`src/rtl/seg7_pattern_decoder.sv`:
```
// Recovers the hex digit shown on seven segment lines: the lines are synchronized,
// debounced by a stability counter, and a steady pattern is decoded and committed once.
module seg7_pattern_decoder #(
  parameter int unsigned STABLE_CYCLES  = 4,
  parameter bit          SEG_ACTIVE_LOW = 1'b0
) (
  input  logic       i_Clk,
  input  logic       i_Rst_L,
  input  logic       i_Seg_a,
  input  logic       i_Seg_b,
  input  logic       i_Seg_c,
  input  logic       i_Seg_d,
  input  logic       i_Seg_e,
  input  logic       i_Seg_f,
  input  logic       i_Seg_g,
  output logic [3:0] o_binary,
  output logic       o_valid,
  output logic       o_blank,
  output logic       o_error
);

  typedef enum logic {
    TRACK  = 1'b0,
    LOCKED = 1'b1
  } state_t;

  localparam logic [7:0] CNT_LAST = 8'(STABLE_CYCLES - 1);

  // Returns {hit, value} for a segment pattern ordered abcdefg (a = MSB).
  function automatic logic [4:0] decode_seg(input logic [6:0] pat);
    case (pat)
      7'b1111110: decode_seg = {1'b1, 4'h0};
      7'b0110000: decode_seg = {1'b1, 4'h1};
      7'b1101101: decode_seg = {1'b1, 4'h2};
      7'b1111001: decode_seg = {1'b1, 4'h3};
      7'b0110011: decode_seg = {1'b1, 4'h4};
      7'b1011011: decode_seg = {1'b1, 4'h5};
      7'b1011111: decode_seg = {1'b1, 4'h6};
      7'b1110000: decode_seg = {1'b1, 4'h7};
      7'b1111111: decode_seg = {1'b1, 4'h8};
      7'b1111011: decode_seg = {1'b1, 4'h9};
      7'b1110111: decode_seg = {1'b1, 4'hA};
      7'b0011111: decode_seg = {1'b1, 4'hB};
      7'b1001110: decode_seg = {1'b1, 4'hC};
      7'b0111101: decode_seg = {1'b1, 4'hD};
      7'b1001111: decode_seg = {1'b1, 4'hE};
      7'b1000111: decode_seg = {1'b1, 4'hF};
      default:    decode_seg = {1'b0, 4'h0};
    endcase
  endfunction

  logic [6:0] seg_raw_s;
  logic [6:0] seg_cond_s;
  logic [6:0] sync1_r;
  logic [6:0] sync2_r;
  logic [6:0] cand_r;
  logic [6:0] last_r;
  logic [7:0] cnt_r;
  state_t     state_r;
  logic       first_r;
  logic [3:0] binary_r;
  logic       valid_r;
  logic       blank_r;
  logic       error_r;

  logic [6:0] cand_nxt_s;
  logic [7:0] cnt_nxt_s;
  state_t     state_nxt_s;
  logic       commit_s;
  logic       announce_s;
  logic [4:0] dec_s;
  logic       blank_s;
  logic       error_s;

  assign seg_raw_s = {i_Seg_a, i_Seg_b, i_Seg_c, i_Seg_d, i_Seg_e, i_Seg_f, i_Seg_g};

  // Optional polarity flip ahead of the synchronizer.
  always_comb begin
    seg_cond_s = seg_raw_s;
    if (SEG_ACTIVE_LOW) begin
      seg_cond_s = ~seg_raw_s;
    end else begin
      seg_cond_s = seg_raw_s;
    end
  end

  assign dec_s   = decode_seg(cand_r);
  assign blank_s = (cand_r == 7'b0000000);
  assign error_s = !dec_s[4] && !blank_s;

  // Stability tracking: any change restarts the count; a full count commits once.
  always_comb begin
    cand_nxt_s  = cand_r;
    cnt_nxt_s   = cnt_r;
    state_nxt_s = state_r;
    commit_s    = 1'b0;
    if (sync2_r != cand_r) begin
      cand_nxt_s  = sync2_r;
      cnt_nxt_s   = 8'd0;
      state_nxt_s = TRACK;
    end else begin
      case (state_r)
        TRACK: begin
          if (cnt_r == CNT_LAST) begin
            commit_s    = 1'b1;
            state_nxt_s = LOCKED;
          end else begin
            cnt_nxt_s = cnt_r + 8'd1;
          end
        end
        LOCKED:  state_nxt_s = LOCKED;
        default: state_nxt_s = TRACK;
      endcase
    end
    // A glitch that settles back onto the committed pattern stays silent.
    announce_s = commit_s && (first_r || (cand_r != last_r));
  end

  // Synchronizer, tracker state and registered outputs.
  always_ff @(posedge i_Clk) begin
    if (!i_Rst_L) begin
      sync1_r  <= 7'd0;
      sync2_r  <= 7'd0;
      cand_r   <= 7'd0;
      last_r   <= 7'd0;
      cnt_r    <= 8'd0;
      state_r  <= TRACK;
      first_r  <= 1'b1;
      binary_r <= 4'h0;
      valid_r  <= 1'b0;
      blank_r  <= 1'b0;
      error_r  <= 1'b0;
    end else begin
      sync1_r <= seg_cond_s;
      sync2_r <= sync1_r;
      cand_r  <= cand_nxt_s;
      cnt_r   <= cnt_nxt_s;
      state_r <= state_nxt_s;
      valid_r <= announce_s;
      if (commit_s) begin
        blank_r <= blank_s;
        error_r <= error_s;
        first_r <= 1'b0;
        last_r  <= cand_r;
        if (dec_s[4]) begin
          binary_r <= dec_s[3:0];
        end
      end
    end
  end

  assign o_binary = binary_r;
  assign o_valid  = valid_r;
  assign o_blank  = blank_r;
  assign o_error  = error_r;

endmodule

```
`config.mk`:
```
export PLATFORM = sky130hd
export DESIGN_NAME = seg7_pattern_decoder
export DESIGN_NICKNAME = d
export VERILOG_FILES = /design/src/rtl/seg7_pattern_decoder.sv
export SDC_FILE = /design/constraint.sdc
export NUM_CORES = 1
export LEC_CHECK = 0
export CAP_MARGIN = 20
export CORE_MARGIN = 1
export CORE_UTILIZATION = 57
export CTS_BUF_LIST = sky130_fd_sc_hd__clkbuf_8
export DETAILED_ROUTE_END_ITERATION = 7
export GPL_TIMING_DRIVEN = 0
export PLACE_DENSITY = 0.76
export SYNTH_ARGS = -nofsm -noshare
export SYNTH_HDL_FRONTEND = slang
export SYNTH_SLANG_ARGS = --single-unit
```
`constraint.sdc`:
```
create_clock -name i_Clk -period 5.5 [get_ports i_Clk]
set_input_delay 1.1 -clock i_Clk [delete_from_list [all_inputs] [get_ports i_Clk]]
set_output_delay 1.1 -clock i_Clk [all_outputs]
set_load 0.02 [all_outputs]
```
Word level (Yosys, flattened, before mapping)
Cells that the tools add are included.

Flip-flop bits (word level): 45. Bits of input ports: 9. Output and inout bits: 7. Word-level logic and storage cells: 48.

Add/sub/neg operators: 1. Eq/ne operators: 19. Multiplexer cells: 5. Bitwise operators: 3. Reductions and logical operators: 9.

Operators with widths (number): $eq A7 B7 Y1 const B (12); $pmux W5 S16 (1); $eq A7 B6 Y1 const B (3); $ne A7 B7 Y1 (2); $add A8 B1 Y8 const B (1); $eq A8 B2 Y1 const B (1); $eq A7 B5 Y1 const B (1); $logic_not A7 Y1 (1); $reduce_and A2 Y1 (2); $mux W1 (3); $not A1 Y1 (3); $logic_and A1 B1 Y1 (2); $logic_not A1 Y1 (2); $pmux W1 S2 (1); $reduce_or A2 Y1 (1); $logic_or A1 B1 Y1 (1).

Logic depth before layout (Yosys ltp)
Depth after elaboration: 5. Gate-level depth with buffers: 8. Depth with buffers taken out: 7.

Worst setup path after synthesis
OpenSTA, ideal clock, no wires.

Path kind: input -> register. Start point: in i_Rst_L. End point: reg last_r[0]. Library setup time: 0.128 ns. Arrival time: 1.676 ns. Required time: 5.372 ns. Slack: 3.697 ns. Stages: 4. Path buffers: 2. Cell sequence: clkbuf_1 -> inv_1 -> clkbuf_1 -> nor2_1.

RTL lines: from (decl) (RTL line 8) `input logic i_Rst_L,`; to (signal assigned) (RTL line 144) `last_r <= cand_r;`; to (decl) (RTL line 57) `logic [6:0] last_r;`.

No word-level cell between the ends.

Worst setup path after layout
Start point: reg binary_r[1], in the netlist o_binary[1]. End point: out o_binary[1].

RTL lines: from (decl) (RTL line 61) `logic [3:0] binary_r;`; from (signal assigned) (RTL line 146) `binary_r <= dec_s[3:0];`; to (decl) (RTL line 16) `output logic [3:0] o_binary,`.

No word-level cell between the ends.

==> key figures <==
Logic synthesis
  – Average footprint of a synthesized cell: 9.12 sq um
  – Post-synthesis cell count: 222
  – Async SR Flop Fraction: 0
  – Syn Std Cell Area: 2030 sq um
  – Post-synth cell types: 47
  – Yosys warns: 0
  – Post-synthesis net count: 232
  – Synthesized flop and latch total: 45
  – Dominant register cell in the synthesized netlist: dfxtp_1
  – Number of enable-type register cells in the synthesized netlist: 0
  – Seq/Total Area, Yosys: 0.445

Clock network
  – Number of hold buffers added after CTS: 0
  – Number of sinks on the clock net: 45
  – Cts bufs inserted: 5
  – Number of resized instances in the post-cts repair step: 0
  – Postcts setup bufs: 0
  – Maximum buffer depth of the clock tree: 2
  – Root Buffer: clkbuf_8
  – Clock slew at reported path FFs: 0.09 ns
  – CTS tree: yes
  – H-tree levels: 2
  – Latest clock arrival within the worst-skew pair: 0.30 ns

Setup path
  – R2R cell count: 7
  – Number of cells on the critical path: 1
  – Arrival time at the worst endpoint: 1.25 ns
  – Dominant delay contributor by cell family on the critical path: buffers and inverters
  – Worst path bufs/invs: 1
  – Type of the worst setup path: register to output port
  – Critical path's largest stage delay: 0.62 ns
  – Critical path startpoint: o_binary[1]
  – CP max FO: 2
  – Critical Path Slowest Stage Cell: clkdlybuf4s50_1
  – Critical-path cell list: clkdlybuf4s50_1
  – Required time of the critical path: 4.40 ns
  – RR Startpoint: cnt_r[0]
  – R2R setup slack: 3.36 ns
  – Sort of element at the start of the critical path: register
  – Element type at the critical path end: output port

GRT
  – Combined global-route utilization of all metal layers: 0.232
  – Vias in the first global route: 1,417
  – Maximum number of pins on one net before global-route repair: 15
  – Antenna violations before repair: 0
  – Total overflow reported by the global router: 0
  – Wire length of the first global-routing pass: 6440 um

STA
  – Count of pins over their slew limit: 0
  – Setup TNS: 0 ns
  – Timing-limited maximum frequency: 0.425 GHz
  – Part of the cycle the worst path needs: 0.427
  – Clock Skew: 0.00737 ns
  – Final period demand of the worst path: 2.35 ns
  – RSZ-0062 raised after global routing: false
  – Final Hold Violating Endpoints: 0
  – Number of setup violations in the final report: 0
  – Transition at the pin with the smallest max-transition slack: 0.511 ns
  – Worst-case setup margin in the final layout: 3.15 ns
  – Headroom to the max-slew limit: 0.659

Power and ir drop
  – Maximum vdd drop: 0.000252 V
  – Leakage Power: 0.984 nW
  – Power per Cell Area: 283 nW/um^2

Floorplan
  – Starting density of the core: 0.602
  – Io pins: 16
  – Vertical die dimension: 61.6 um
  – Placeable core area: 3360 sq um
  – Die outline width: 61.6 um
  – Area of the die: 3800 sq um
  – Site Rows: 21

Cells and area
  – Syn-to-layout area delta: 16.4%
  – Antenna cell count: 0
  – Share of post-route cells with drive strength above 1: 0.0861
  – Final Core Density: 0.701
  – FF+latch area: 901 sq um
  – Net total in the final layout: 253
  – Area used by multi-input combinational logic: 1030 sq um
  – Final Instance Count excl. Fillers: 290
  – Filler Cells Inserted: 285

Routing
  – Routed vias: 1,562
  – First drt pass iteration count: 5
  – Remaining number of nets flagged by the antenna check after routing: 0
  – Iteration-0 DRC Markers: 104
  – Mean routed wirelength per cell: 12.7 um
  – DR vias/cell: 5.39
  – Aggregate routed wire length: 3690 um
  – DRC violation count after routing: 0

Placement
  – Placed instance count: 282
  – Half-perimeter wire length of the detailed placement result: 2550 um
  – Port-buffer cells: 14
  – GPL Wtd Cong: 0.842
  – Setup Slack @ Placement: 3.35 ns

Hold path
  – Type of the worst min-delay path: register to register
  – Startpoint of the tightest hold check path: sync1_r[4]
  – Hold Path Cell Cnt: 1

Run
  – Max-cap violations: 0

Run status
  – Status: complete, no violations
==> cell usage in the layout (no fill, tap or decap), types with 2 or more instances in the layout <==
master | netlist | layout
a31oi_1 | 4 | 4
xor2_1 | 16 | 16
and3_1 | 4 | 4
nand2_1 | 15 | 15
mux2i_1 | 10 | 10
a211oi_1 | 3 | 3
dfxtp_1 | 45 | 45
bufinv_16 | 0 | 2
xnor2_1 | 6 | 6
clkbuf_1 | 6 | 6
nand3b_1 | 2 | 2
clkbuf_8 | 0 | 5
nor2_1 | 23 | 23
nand3_1 | 6 | 6
inv_1 | 7 | 7
a21oi_1 | 6 | 6
o21ai_0 | 4 | 4
clkdlybuf4s50_1 | 0 | 14
and2_1 | 21 | 21
o22ai_1 | 3 | 3
nor4_1 | 4 | 4
nand4_1 | 2 | 2
nor2b_1 | 2 | 2
buf_2 | 7 | 7
==> final timing paths <==
path / end
min: sync2_r[4]
max: o_binary[1]
max reg2reg: o_error
min reg2reg: sync2_r[4]
==> synthesized netlist by cell type (4+ instances only) <==
cell type,instances,share of area
and2_1,21,0.065
a31oi_1,4,0.012
xnor2_1,6,0.026
nor4_1,4,0.012
clkbuf_1,6,0.011
and3_1,4,0.012
o21ai_0,4,0.0099
xor2_1,16,0.069
nand2_1,15,0.028
a21oi_1,6,0.015
dfxtp_1,45,0.44
inv_1,7,0.013
buf_2,7,0.017
mux2i_1,10,0.049
nor2_1,23,0.043
nand3_1,6,0.015
==> cell families after synthesis <==
kind of cell	synth area share
mux	0.0494
flops	0.445
xor+xnor	0.0951
simple gates	0.256
compound gates	0.103
fa+ha+maj	0.00618
buf+inv	0.0451
==> final cells by class <==
cell class / count / share of cell area
Buffer: 14 / 0.0276
Clock buffer: 5 / 0.0292
Clock inverter: 3 / 0.0276
Inverter: 7 / 0.0111
Multi-Input combinational cell: 156 / 0.438
Sequential cell: 45 / 0.382
Tap cell: 46 / 0.0244
Timing Repair Buffer: 14 / 0.0594
==> power by group <==
part | switching [W] | total [W] | internal, W
Combinational | 0.0000206 | 0.0000380 | 0.0000174
Sequential | 0.00000375 | 0.000336 | 0.000333
Clock | 0.000111 | 0.000292 | 0.000180
==> flip-flops by register name (all words and copies together), names as in the netlist <==
register / flops
cnt_r: 8
cand_r: 7
o_binary: 4
sync2_r: 7
o_error: 1
state_r: 1
o_valid: 1
first_r: 1
last_r: 7
o_blank: 1
sync1_r: 7
==> worst register-to-register path: stages (launching register included) <==
cell     delay [ns]
dfxtp_1        0.37
ha_1           0.22
nor4b_2        0.29
nand2_1        0.11
nor2_1         0.23
nand2_2        0.15
or4_1          0.56
a21oi_1        0.15
==> per-layer routing <==
metal / GRT usage / part of all wire / vias up
li1: - / - / 798
met1: 0.300 / 0.48 / 720
met2: 0.389 / 0.47 / 40
met3: 0.0567 / 0.042 / 4
met4: 0.0603 / 0.0092 / 0
met5: 0 / 0 / -
==> through the flow <==
stage                     hold WS [ns]  total power [W]  area [sq um]
after floorplan                  0.412         0.000370          2030
after global placement           0.413         0.000381          2220
after detailed placement         0.420         0.000382          2220
after CTS                        0.441         0.000671          2360
after global routing             0.448         0.000689          2360
final                            0.437         0.000666          2360
Power figures use the tool's default switching activity.
==> RTL edit (same flow settings) <==
Set the parameter `SEG_ACTIVE_LOW` to 1'b1 (it was 1'b0).
--- a/src/rtl/seg7_pattern_decoder.sv
+++ b/src/rtl/seg7_pattern_decoder.sv
@@ -2,7 +2,7 @@
 // debounced by a stability counter, and a steady pattern is decoded and committed once.
 module seg7_pattern_decoder #(
   parameter int unsigned STABLE_CYCLES  = 4,
-  parameter bit          SEG_ACTIVE_LOW = 1'b0
+  parameter bit          SEG_ACTIVE_LOW = 1'b1
 ) (
   input  logic       i_Clk,
   input  logic       i_Rst_L,
Formal check against the unedited RTL: not equivalent (Yosys sat finds a counterexample within 10 cycles, from zero or initial values and one cycle with i_Rst_L low).
==> RTL edit against the original RTL <==
Final cell count up 1.7%. Routed wire length up 7.5%. Register-to-register slack worse by 0.13 ns. Cell area grew 2.0%. Sequential cell count unchanged. Area after synthesis is 3.3% higher. Clock skew down 0.0041 ns. Clock power decreased by 20%. Maximum frequency shrank 0.81%. Setup slack worse by 0.019 ns. Synthesized cell count rose by 2.3%. Global-route usage rose by 0.23 points. Total power down 7.0%. Critical path type unchanged.
==> RTL edit: results (changes against the original RTL) <==
First-pass GRT wire length = 7127 um (+11%)
Synth unique cells = 53 (+13%)
Final cell count without fillers = 295 (+1.7%)
Leakage = 1.049 nW (+6.7%)
GRT met2 Usage = 36.28% (-2.6 points)
Hold Path Class = register to register
Met1 Use GR = 30.62% (+0.66 points)
Area growth syn-to-layout = 14.89%
R2r startpoint = cnt_r[0]
Layout net count = 259 (+2.4%)
Most used DFF post-synth = dfxtp_1
Met3 Wirelength = 176 um (+13%)
Met3 global-route usage = 6.752% (+1.1 points)
Status = finished clean
Post-Place Setup Slack = 2.980 ns (-0.3660 ns)
Reg2Reg Setup Slack = 3.23 ns (-0.13 ns)
Hold Startpoint = sync1_r[1]
Peak supply drop = 0.2362 mV (-6.1%)
CP Max Fanout = 3 (+1)
Top post-synthesis cells by area = dfxtp_1, xor2_1, mux2i_1
Worst path arrival time = 1.27 ns (+0.02 ns)
R2R cell count = 6 (-1)
Hold_ws = 0.4360 ns (-0.001492 ns)
CP Capture Point = o_binary[2]
Synth top cells by count = dfxtp_1, nor2_1, xor2_1
Hold Path Depth = 1 (unchanged)
Largest net degree at the start of global routing = 14 (-1)
CP startpoint = o_binary[2]
Gpl congestion = 0.8914 (+5.9%)
Pre-antenna DRT Iters = 4 (-1)
Post-Syn Instances = 227 (+2.3%)
ANT cells = 0 (unchanged)
Initial DRC count = 198 (+90%)
Initial antenna violation count = 0 (unchanged)
Metal1 wirelength = 1917 um (+9.2%)
Clk_skew = 0.003320 ns (-0.004054 ns)
FFs w/ async S/R, synth = 0% (unchanged)
Vias = 1613 (+3.3%)
Synth Net Count = 237 (+2.2%)
Gr usage total = 23.44% (+0.23 points)
Most flops, register = cnt_r
Placed insts = 288 (+2.1%)
Fillers = 294 (+3.2%)
Fin worst setup slack = 3.130 ns (-0.01917 ns)
Hold Path End = sync2_r[1]
Port Buffers = 15 (+1)
Post-Route WL = 3963 um (+7.5%)
Post-CTS sizing = 0 (unchanged)
Tightest Pin Transition = 0.6154 ns (+0.1045 ns)
Share of cells above drive strength 1 = 9.237% (+0.63 points)
Post-place instance area = 0.002300 mm2 (+3.4%)
Post-DP HPWL = 2827 um (+11%)
Sequential area share after synthesis = 43.06% (-1.4 points)
Clock slew at reported path FFs = 0.08 ns
Met2 wire len = 1783 um (+2.5%)
[RTL edit: report_power, final]
| group | switching (mW) | internal, mW | total, mW |
|---|---|---|---|
| sequential | 0.00403 | 0.334 | 0.338 |
| combinational | 0.0260 | 0.0210 | 0.0470 |
| clock | 0.103 | 0.132 | 0.235 |
| total | 0.133 | 0.487 | 0.620 |
[RTL edit: logic make-up (layout without fill, tap and decap cells)]
logic type               Yosys count  after routing  share of synthesized area, %
XOR/XNOR                          24             24                         10.05
adder cells (fa/ha/maj)            1              1                        0.5980
AND/OR/NAND/NOR                  100            100                         26.97
multiplexers                      13             13                         6.280
AO/OA/AOI/OAI                     26             26                         9.331
flip-flops                        45             45                         43.06
buffers and inverters             18             40                         3.708
[RTL edit: cell type report]
class | count | share of cell area (%)
Multi-Input combinational cell | 164 | 46.33
Sequential cell | 45 | 37.48
Timing Repair Buffer | 15 | 6.247
Buffer | 17 | 3.071
Clock buffer | 5 | 2.863
Tap cell | 46 | 2.395
Clock inverter | 2 | 1.458
Inverter | 1 | 0.1562
